**config.mk**
```make
export PLATFORM = sky130hd
export DESIGN_NAME = alu_instr_sequencer_flat
export DESIGN_NICKNAME = d
export VERILOG_FILES = /design/src/rtl/alu_instr_sequencer_if.sv /design/src/rtl/alu_instr_sequencer.sv /design/src/flat_wrapper.sv
export SDC_FILE = /design/constraint.sdc
export NUM_CORES = 1
export LEC_CHECK = 0
export ABC_AREA = 1
export CAP_MARGIN = 40
export CORE_MARGIN = 4
export CORE_UTILIZATION = 45
export CTS_CLUSTER_DIAMETER = 200
export DETAILED_ROUTE_END_ITERATION = 10
export MAX_ROUTING_LAYER = met4
export PLACE_DENSITY_LB_ADDON = 0.05
export SLEW_MARGIN = 10
export SYNTH_ARGS = -nofsm -noshare
export SYNTH_HDL_FRONTEND = slang
export SYNTH_SLANG_ARGS = --single-unit
```
**constraint.sdc**
```tcl
create_clock -name clk1 -period 4.7 [get_ports clk1]
set_clock_uncertainty 0.15 [all_clocks]
set_input_delay 0.705 -clock clk1 [delete_from_list [all_inputs] [get_ports clk1]]
set_output_delay 0.705 -clock clk1 [all_outputs]
set_load 0.01 [all_outputs]
```
**src/rtl/alu_instr_sequencer_if.sv**
```systemverilog
// rtl/alu_instr_sequencer_if.sv - upstream instruction handshake bundle for alu_instr_sequencer
`timescale 1ns/1ps
interface alu_instr_sequencer_if #(
    parameter int IW = 23
);
    logic          in_valid;
    logic [IW-1:0] in_instr;
    logic          in_ready;

    modport master (
        output in_valid,
        output in_instr,
        input  in_ready
    );

    modport slave (
        input  in_valid,
        input  in_instr,
        output in_ready
    );
endinterface

```
**src/rtl/alu_instr_sequencer.sv**
```systemverilog
// rtl/alu_instr_sequencer.sv - instruction FIFO and issue stage ahead of bit8ALU; SEQ_HAZARD_STALL_EN enables RAW bubble
`timescale 1ns/1ps
module alu_instr_sequencer #(
    parameter int DEPTH = 4,
    parameter int IW    = 23
) (
    input  logic                     clk1,
    input  logic                     rst_n,
    alu_instr_sequencer_if.slave     up,
    input  logic                     halt,
    input  logic                     flush,
    output logic [3:0]               addr1,
    output logic [3:0]               addr2,
    output logic [3:0]               rd,
    output logic [2:0]               func,
    output logic [7:0]               memaddr,
    output logic                     write,
    output logic [$clog2(DEPTH):0]   count,
    output logic [15:0]              issued_cnt
);

    localparam int PW = $clog2(DEPTH);
    localparam int CW = PW + 1;
    localparam logic [CW-1:0] FULL = CW'(DEPTH);

    logic [IW-1:0] mem [DEPTH];
    logic [PW-1:0] wr_ptr;
    logic [PW-1:0] rd_ptr;
    logic          ready_en;
    logic [IW-1:0] head;
    logic          hazard;
    logic          push;
    logic          pop;

    // ready_en keeps in_ready low through reset and for the release edge itself
    assign up.in_ready = ready_en && (count < FULL);
    assign head        = mem[rd_ptr];

`ifdef SEQ_HAZARD_STALL_EN
    assign hazard = write && ((head[15:12] == rd) || (head[11:8] == rd));
`else
    assign hazard = 1'b0;
`endif

    assign push = up.in_valid && up.in_ready && !flush;
    assign pop  = !flush && !halt && (count != '0) && !hazard;

    always_ff @(posedge clk1) begin
        if (push) begin
            mem[wr_ptr] <= up.in_instr;
        end
    end

    always_ff @(posedge clk1 or negedge rst_n) begin
        if (!rst_n) begin
            ready_en   <= 1'b0;
            wr_ptr     <= '0;
            rd_ptr     <= '0;
            count      <= '0;
            addr1      <= '0;
            addr2      <= '0;
            rd         <= '0;
            func       <= '0;
            memaddr    <= '0;
            write      <= 1'b0;
            issued_cnt <= '0;
        end else begin
            ready_en <= 1'b1;
            if (flush) begin
                wr_ptr <= '0;
                rd_ptr <= '0;
                count  <= '0;
                write  <= 1'b0;
            end else begin
                write <= pop;
                if (push) begin
                    wr_ptr <= wr_ptr + PW'(1);
                end
                if (pop) begin
                    rd_ptr     <= rd_ptr + PW'(1);
                    func       <= head[22:20];
                    rd         <= head[19:16];
                    addr1      <= head[15:12];
                    addr2      <= head[11:8];
                    memaddr    <= head[7:0];
                    issued_cnt <= issued_cnt + 16'd1;
                end
                case ({push, pop})
                    2'b10:   count <= count + CW'(1);
                    2'b01:   count <= count - CW'(1);
                    default: count <= count;
                endcase
            end
        end
    end

endmodule

```
**src/flat_wrapper.sv**
```systemverilog
// flat-port wrapper written by rule: the top's interface ports become plain ports
module alu_instr_sequencer_flat 
#(
    parameter int DEPTH = 4,
    parameter int IW    = 23
)
  (clk1, rst_n, halt, flush, addr1, addr2, rd, func, memaddr, write, count, issued_cnt, up_in_valid, up_in_instr, up_in_ready);
  alu_instr_sequencer_if #(.IW(IW)) up_i ();
  input  logic clk1;
  input  logic rst_n;
  input  logic halt;
  input  logic flush;
  output logic [3:0] addr1;
  output logic [3:0] addr2;
  output logic [3:0] rd;
  output logic [2:0] func;
  output logic [7:0] memaddr;
  output logic write;
  output logic [$clog2(DEPTH):0] count;
  output logic [15:0] issued_cnt;
  input wire logic [$bits(up_i.in_valid)-1:0] up_in_valid;
  input wire logic [$bits(up_i.in_instr)-1:0] up_in_instr;
  output wire logic [$bits(up_i.in_ready)-1:0] up_in_ready;
  assign up_i.in_valid = up_in_valid;
  assign up_i.in_instr = up_in_instr;
  assign up_in_ready = up_i.in_ready;
  alu_instr_sequencer #(.DEPTH(DEPTH), .IW(IW)) u_core (.clk1(clk1), .rst_n(rst_n), .up(up_i), .halt(halt), .flush(flush), .addr1(addr1), .addr2(addr2), .rd(rd), .func(func), .memaddr(memaddr), .write(write), .count(count), .issued_cnt(issued_cnt));
endmodule
```
==> flow_summary.ini, run 1 <==
[route]
drt_iter0_drc = 231
wl_per_cell_um = 14.9
routed_wl_mm = 11.3
detail-route-antenna-nets = 0
wl_met3_um = 402
drc = 0
vias = 3688
wl_met2_mm = 5.74
met1Wirelength_mm = 5.00
firstDrtPassIters = 5
top_layer = met4
routed_via_density = 4.88

[placed_design]
preCtsSetupSlack_ns = 1.98
dp.cells = 724
dp_hpwl_mm = 6.83
portBuffers = 71
place_congestion = 0.765

[clock_tree]
clockRootBuffer = clkbuf_16
cts_tree = built
ctsHoldBuffers = 0
path_clk_slew_ns = 0.05
h-tree-depth = 4
cts_setup_buffers = 0
numCtsBuffers = 17
clk_latency_ns = 0.41
clock-sinks = 140
cts_max_path_buffers = 2
cts_resized = 0

[yosys]
syn_area_um2 = 5660
netlist_instances = 498
syn-num-nets = 532
seq_area_frac_synth = 0.700
synth_warnings = 0
ys_ff_latch = 140
yosysTopAreaCell = edfxtp_1
syn_area_per_cell_um2 = 11.4
yosysTopAreaCellShare = 0.488
synthTopCellsByArea = edfxtp_1 (49%), dfrtp_1 (21%), nor2_1 (8.8%)
ys_types = 30

[worst_setup_path]
cp_num_cells = 2
reg2regPathDepth = 5
cp.required_ns = 3.85
crit_start = u_core.count[2]$_DFFE_PN0P_
critPathTopFamily = buffers and inverters
end_kind = output port
reg2reg_from = u_core.rd_ptr[0]$_DFFE_PN0P_
cp_num_buf_inv = 1
critPathMaxStageDelay_ns = 0.54
cp-start-kind = flip-flop
r2r_slack_ns = 2.47
critPathKind = reg2out
rr_endpoint = u_core.memaddr[5]$_DFFE_PN0P_
endpoint = up_in_ready
cp_max_fo = 5
crit_chain = nor2_1 > clkdlybuf4s50_1
critPathSlowestCell = clkdlybuf4s50_1
arrival_ns = 1.50

[global_routing]
antenna_found_initial = 0
grt_pass1_vias = 3642
gr-total-overflow = 0
grt_use_total = 0.171
grt_max_degree = 49
grt_pass1_wl_mm = 18.3

[sta]
rsz0062_at_grt = false
finalWorstSetupSlack_ns = 2.34
hold_viol = 0
final.min_clock_period_ns = 2.36
fin_crit_sh = 0.502
max_freq_ghz = 0.424
max_slew.worst_pin.slew_ns = 0.664
tns_ns = 0
setup_viol = 0
drv_slew = 0
max-slew-margin-rel = 0.558

[power]
power.density_nw_per_um2 = 497
power.leakage_uw = 0.00274
ir_worst_vdd_v = 0.000298

[die]
dieArea_um2 = 14400
die_width_um = 120
pin_count = 72
start_util = 0.466
rows = 40
fp.dieH_um = 120
core_um2 = 12200

[layout]
fin_cells = 756
syn2layout_area_growth_pct = 26.4
finalNetCount = 609
drive_above_1_share = 0.0986
insertedDiodeCount = 0

[run_status]
status = finished clean

[run]
cap_violations = 0

[worst_hold_path]
hold_class = in2async
-- registers in the layout, summed over array words and instances, names as in the netlist --
register           count
u_core.wr_ptr          2
u_core.write           1
u_core.ready_en        1
u_core.addr2           4
u_core.mem            92
u_core.issued_cnt     16
u_core.func            3
u_core.rd_ptr          2
u_core.addr1           4
u_core.count           3
u_core.rd              4
u_core.memaddr         8
-- routing by layer --
layer  vias up  track usage
li1       1836            -
met1      1773        0.199
met2        65        0.288
met3        14       0.0430
met4         0       0.0673
met5         -            -
-- per-stage QoR --
stage | cell area (um2) | util | hold WS, ns | power, uW
global placement | 6510 | 0.535 | 0.328 | 2270
floorplan | 5660 | - | 0.259 | 1890
finish | 7160 | 0.588 | 0.274 | 3560
detailed placement | 6560 | 0.539 | 0.340 | 2290
global route | 7160 | 0.588 | 0.328 | 3750
CTS | 7160 | 0.588 | 0.285 | 3610
-- how the worst min path moves through the flow --
stage / startpoint / to / cells after the start
5_1_grt: rst_n / u_core.count[2]$_DFFE_PN0P_ / 2
3_5_place_dp: u_core.issued_cnt[15]$_DFFE_PN0P_ / u_core.issued_cnt[15]$_DFFE_PN0P_ / 2
6_report: rst_n / u_core.count[2]$_DFFE_PN0P_ / 2
3_3_place_gp: u_core.issued_cnt[15]$_DFFE_PN0P_ / u_core.issued_cnt[15]$_DFFE_PN0P_ / 2
4_1_cts: rst_n / u_core.count[2]$_DFFE_PN0P_ / 2
2_1_floorplan: rst_n / u_core.addr1[0]$_DFFE_PN0P_ / 0
-- cells in the mapped netlist (all sizes together) --
library cell  number
a31oi             23
buf               14
clkbuf             8
clkinv             1
conb               1
dfrtp             48
edfxtp            92
fa                 1
ha                 5
inv               29
mux2i              1
nand2             55
nand3              9
nand3b             1
nand4              3
nor2             137
nor3               3
o21ai             56
xnor2              3
xor2               8
-- power breakdown --
part	total (uW)	switching (uW)	leakage (uW)	internal (uW)
sequential	1590	122	0.00141	1470
combinational	661	297	0.00104	364
clock	1310	477	0.000292	832
total	3560	897	0.00274	2660
-- layout make-up --
class / instances / area (um2)
Inverter: 30 / 113
Multi-Input combinational cell: 306 / 1470
Clock inverter: 11 / 116
Sequential cell: 140 / 3970
Tap cell: 168 / 210
Clock buffer: 21 / 480
Timing Repair Buffer: 80 / 806
Fill cell: 1018 / 5000
-- cell usage in the layout, fill, tap and decap left out, types with 7 or more instances in the layout --
master | netlist | routed
clkbuf_16 | 0 | 17
inv_1 | 26 | 26
nor2_2 | 3 | 7
clkdlybuf4s50_1 | 0 | 70
xor2_1 | 8 | 8
nor2_1 | 133 | 129
buf_4 | 2 | 7
edfxtp_1 | 92 | 92
nand2_1 | 52 | 52
a31oi_1 | 23 | 23
dfrtp_1 | 48 | 47
o21ai_0 | 51 | 51
nand3_1 | 8 | 8
-- cell families (layout without fill, tap and decap cells) --
group,count (synthesis),in the layout,synth area share
AND/OR/NAND/NOR,208,208,0.148
flip-flops,140,140,0.700
AO/OA/AOI/OAI,79,79,0.0749
buffers and inverters,52,142,0.0431
XOR/XNOR,11,11,0.0170
adder cells (fa/ha/maj),6,6,0.0146
other,1,1,0.000662
multiplexers,1,1,0.00177
-- worst register-to-register path: cells and delay by family, from the launching register on --
family,cells,cell delay [ns]
buffers and inverters,3,1.06
flip-flops,1,0.58
AO/OA/AOI/OAI,2,0.34
(Power assumes the default switching activity.)
==> run 2: changes to the inputs <==
==> constraint.sdc (replaced) <==
create_clock -name clk1 -period 2.18 [get_ports clk1]
set_clock_uncertainty 0.15 [all_clocks]
set_input_delay 0.327 -clock clk1 [delete_from_list [all_inputs] [get_ports clk1]]
set_output_delay 0.327 -clock clk1 [all_outputs]
set_load 0.01 [all_outputs]
==> run 2 against run 1 <==
Net effect:
- combinational power is 120% higher
- sequential share of layout area is 1.3 points lower
- die area did not move
- clock power grew 130%
- sequential cell count did not move
- worst setup slack got worse by 2.1 ns
- hold slack got worse by 0.029 ns
- non-clock buffer count is 12 higher
- core utilization rose by 1.4 points
- largest cell class unchanged
- register-to-register slack got worse by 2.2 ns
- largest power group unchanged
==> flow_summary.ini, run 2 (synthesis results as in run 1) <==
[run_status]
status = finished clean

[layout]
reg_top3 = u_core.mem: 92 flops, u_core.issued_cnt: 16 flops, u_core.memaddr: 8 flops
seqCellArea_um2 = 3970
most-common-layout-cells = nor2_1 (129), edfxtp_1 (92), clkdlybuf4s50_1 (70), nand2_1 (52), o21ai_0 (51)
syn2layout_area_growth_pct = 29.3
final_cell_area_um2 = 7330
final_common_cell = nor2_1
fillCellCount = 986
drive_above_1_share = 0.117
largest_reg_flops = 92
multiInputGateArea_um2 = 1470
finalNetCount = 621
fin_cells = 768
top_register = u_core.mem
insertedDiodeCount = 0

[sta]
final.min_clock_period_ns = 1.99
rsz0062_at_grt = false
hold_viol = 0
holdWs_ns = 0.245
drv_slew = 0
max_slew.worst_pin.slew_ns = 0.527
setup_viol = 0
fin_crit_sh = 0.911
max-slew-margin-rel = 0.648
max_freq_ghz = 0.504

[worst_setup_path]
arrival_ns = 1.51
end_kind = output port
crit_start = u_core.count[2]$_DFFE_PN0P_
reg2reg_from = u_core.count[2]$_DFFE_PN0P_
endpoint = up_in_ready
r2r_slack_ns = 0.28
cp_max_fo = 5
cp.required_ns = 1.70
reg2regPathDepth = 9
rr_endpoint = u_core.count[2]$_DFFE_PN0P_
cp-start-kind = flip-flop
critPathKind = reg2out

[global_routing]
grt_pass1_vias = 3820
grt_pass1_wl_mm = 19.3
grtUsageMet2 = 0.281
grt.busiest_layer = met2
met3_usage = 0.0552
grtUsageMet1 = 0.220
grt_max_degree = 37
gr-total-overflow = 0
grt_use_total = 0.180
antenna_found_initial = 0

[die]
dieArea_um2 = 14400
die_width_um = 120
start_util = 0.466
pin_count = 72
core_um2 = 12200
rows = 40
fp.dieH_um = 120

[clock_tree]
path_clk_slew_ns = 0.06
cts_max_path_buffers = 2
clk_latency_ns = 0.43
numCtsBuffers = 17
h-tree-depth = 4
cts_setup_buffers = 0
clock-sinks = 140
clockRootBuffer = clkbuf_16
cts_tree = built

[worst_hold_path]
hold_class = in2async

[power]
ir_worst_vdd_v = 0.000998
power.leakage_uw = 0.00282
power.density_nw_per_um2 = 1080

[route]
wl_per_cell_um = 15.3
vias = 3778
firstDrtPassIters = 5
routed_wl_mm = 11.7
drt_iter0_drc = 242
routed_via_density = 4.92
drc = 0
detail-route-antenna-nets = 0

[placed_design]
place_congestion = 0.844
placed_area_um2 = 6690
portBuffers = 71
dp_hpwl_mm = 7.53
dp.cells = 735

[run]
cap_violations = 0
==> run 2: cell count changes in the layout (fill, tap and decap cells not counted), sizes merged <==
cell         before  now
clkinvlp          2    1
clkbuf           21   18
bufinv            2    4
inv              29   31
buf              10   21
dlygate4sd3       0    1
==> run 2: per-stage QoR <==
step	util	setup TNS (ns)	power (uW)	worst slack, ns
after global routing	0.602	0	8300	0.135
final	0.602	0	7930	0.195
after floorplan	-	-23.10	4070	-0.251
after detailed placement	0.550	-0.0184	4940	-0.0184
after global placement	0.550	0	4920	0.0253
after CTS	0.602	0	8010	0.166
==> run 2: worst min-delay path by stage <==
stage	startpoint	endpoint	slack, ns	cells after the start
detailed placement	rst_n	u_core.issued_cnt[3]$_DFFE_PN0P_	0.16	1
floorplan	rst_n	u_core.addr1[0]$_DFFE_PN0P_	-0.12	0
global placement	rst_n	u_core.issued_cnt[3]$_DFFE_PN0P_	0.16	1
CTS	rst_n	u_core.rd_ptr[1]$_DFFE_PN0P_	0.24	2
finish	rst_n	u_core.rd_ptr[1]$_DFFE_PN0P_	0.25	2
global route	rst_n	u_core.rd_ptr[1]$_DFFE_PN0P_	0.28	2
==> run 2: what timing repair did <==
item / in CTS / in global routing
endpoints found under the hold margin: 19 / 0
hold buffers: 1 / 0
gates resized for setup: 0 / 0
==> run 2: worst max-delay path, cell delays in order (launching register included) <==
cell and delay (ns):
dfrtp_1 0.43, nor2_1 0.12, clkdlybuf4s50_1 0.54
==> run 2: cell type report <==
type	count	share of cell area
inverters	30	0.0154
multi-input cells	306	0.200
well taps	168	0.0287
flip-flops and latches	140	0.541
clock inverters	14	0.0261
repair buffers	92	0.128
clock buffers	18	0.0599
==> run 2: per-layer routing <==
| metal | share of wire | wire length (um) |
|---|---|---|
| met1 | 0.44 | 5190 |
| met2 | 0.49 | 5750 |
| met3 | 0.051 | 593 |
| met4 | 0.018 | 206 |
| met5 | 0 | 0 |
==> run 2: report_power, final <==
part	switching (uW)	internal (uW)
sequential	236	3160
combinational	678	797
clock	1110	1950
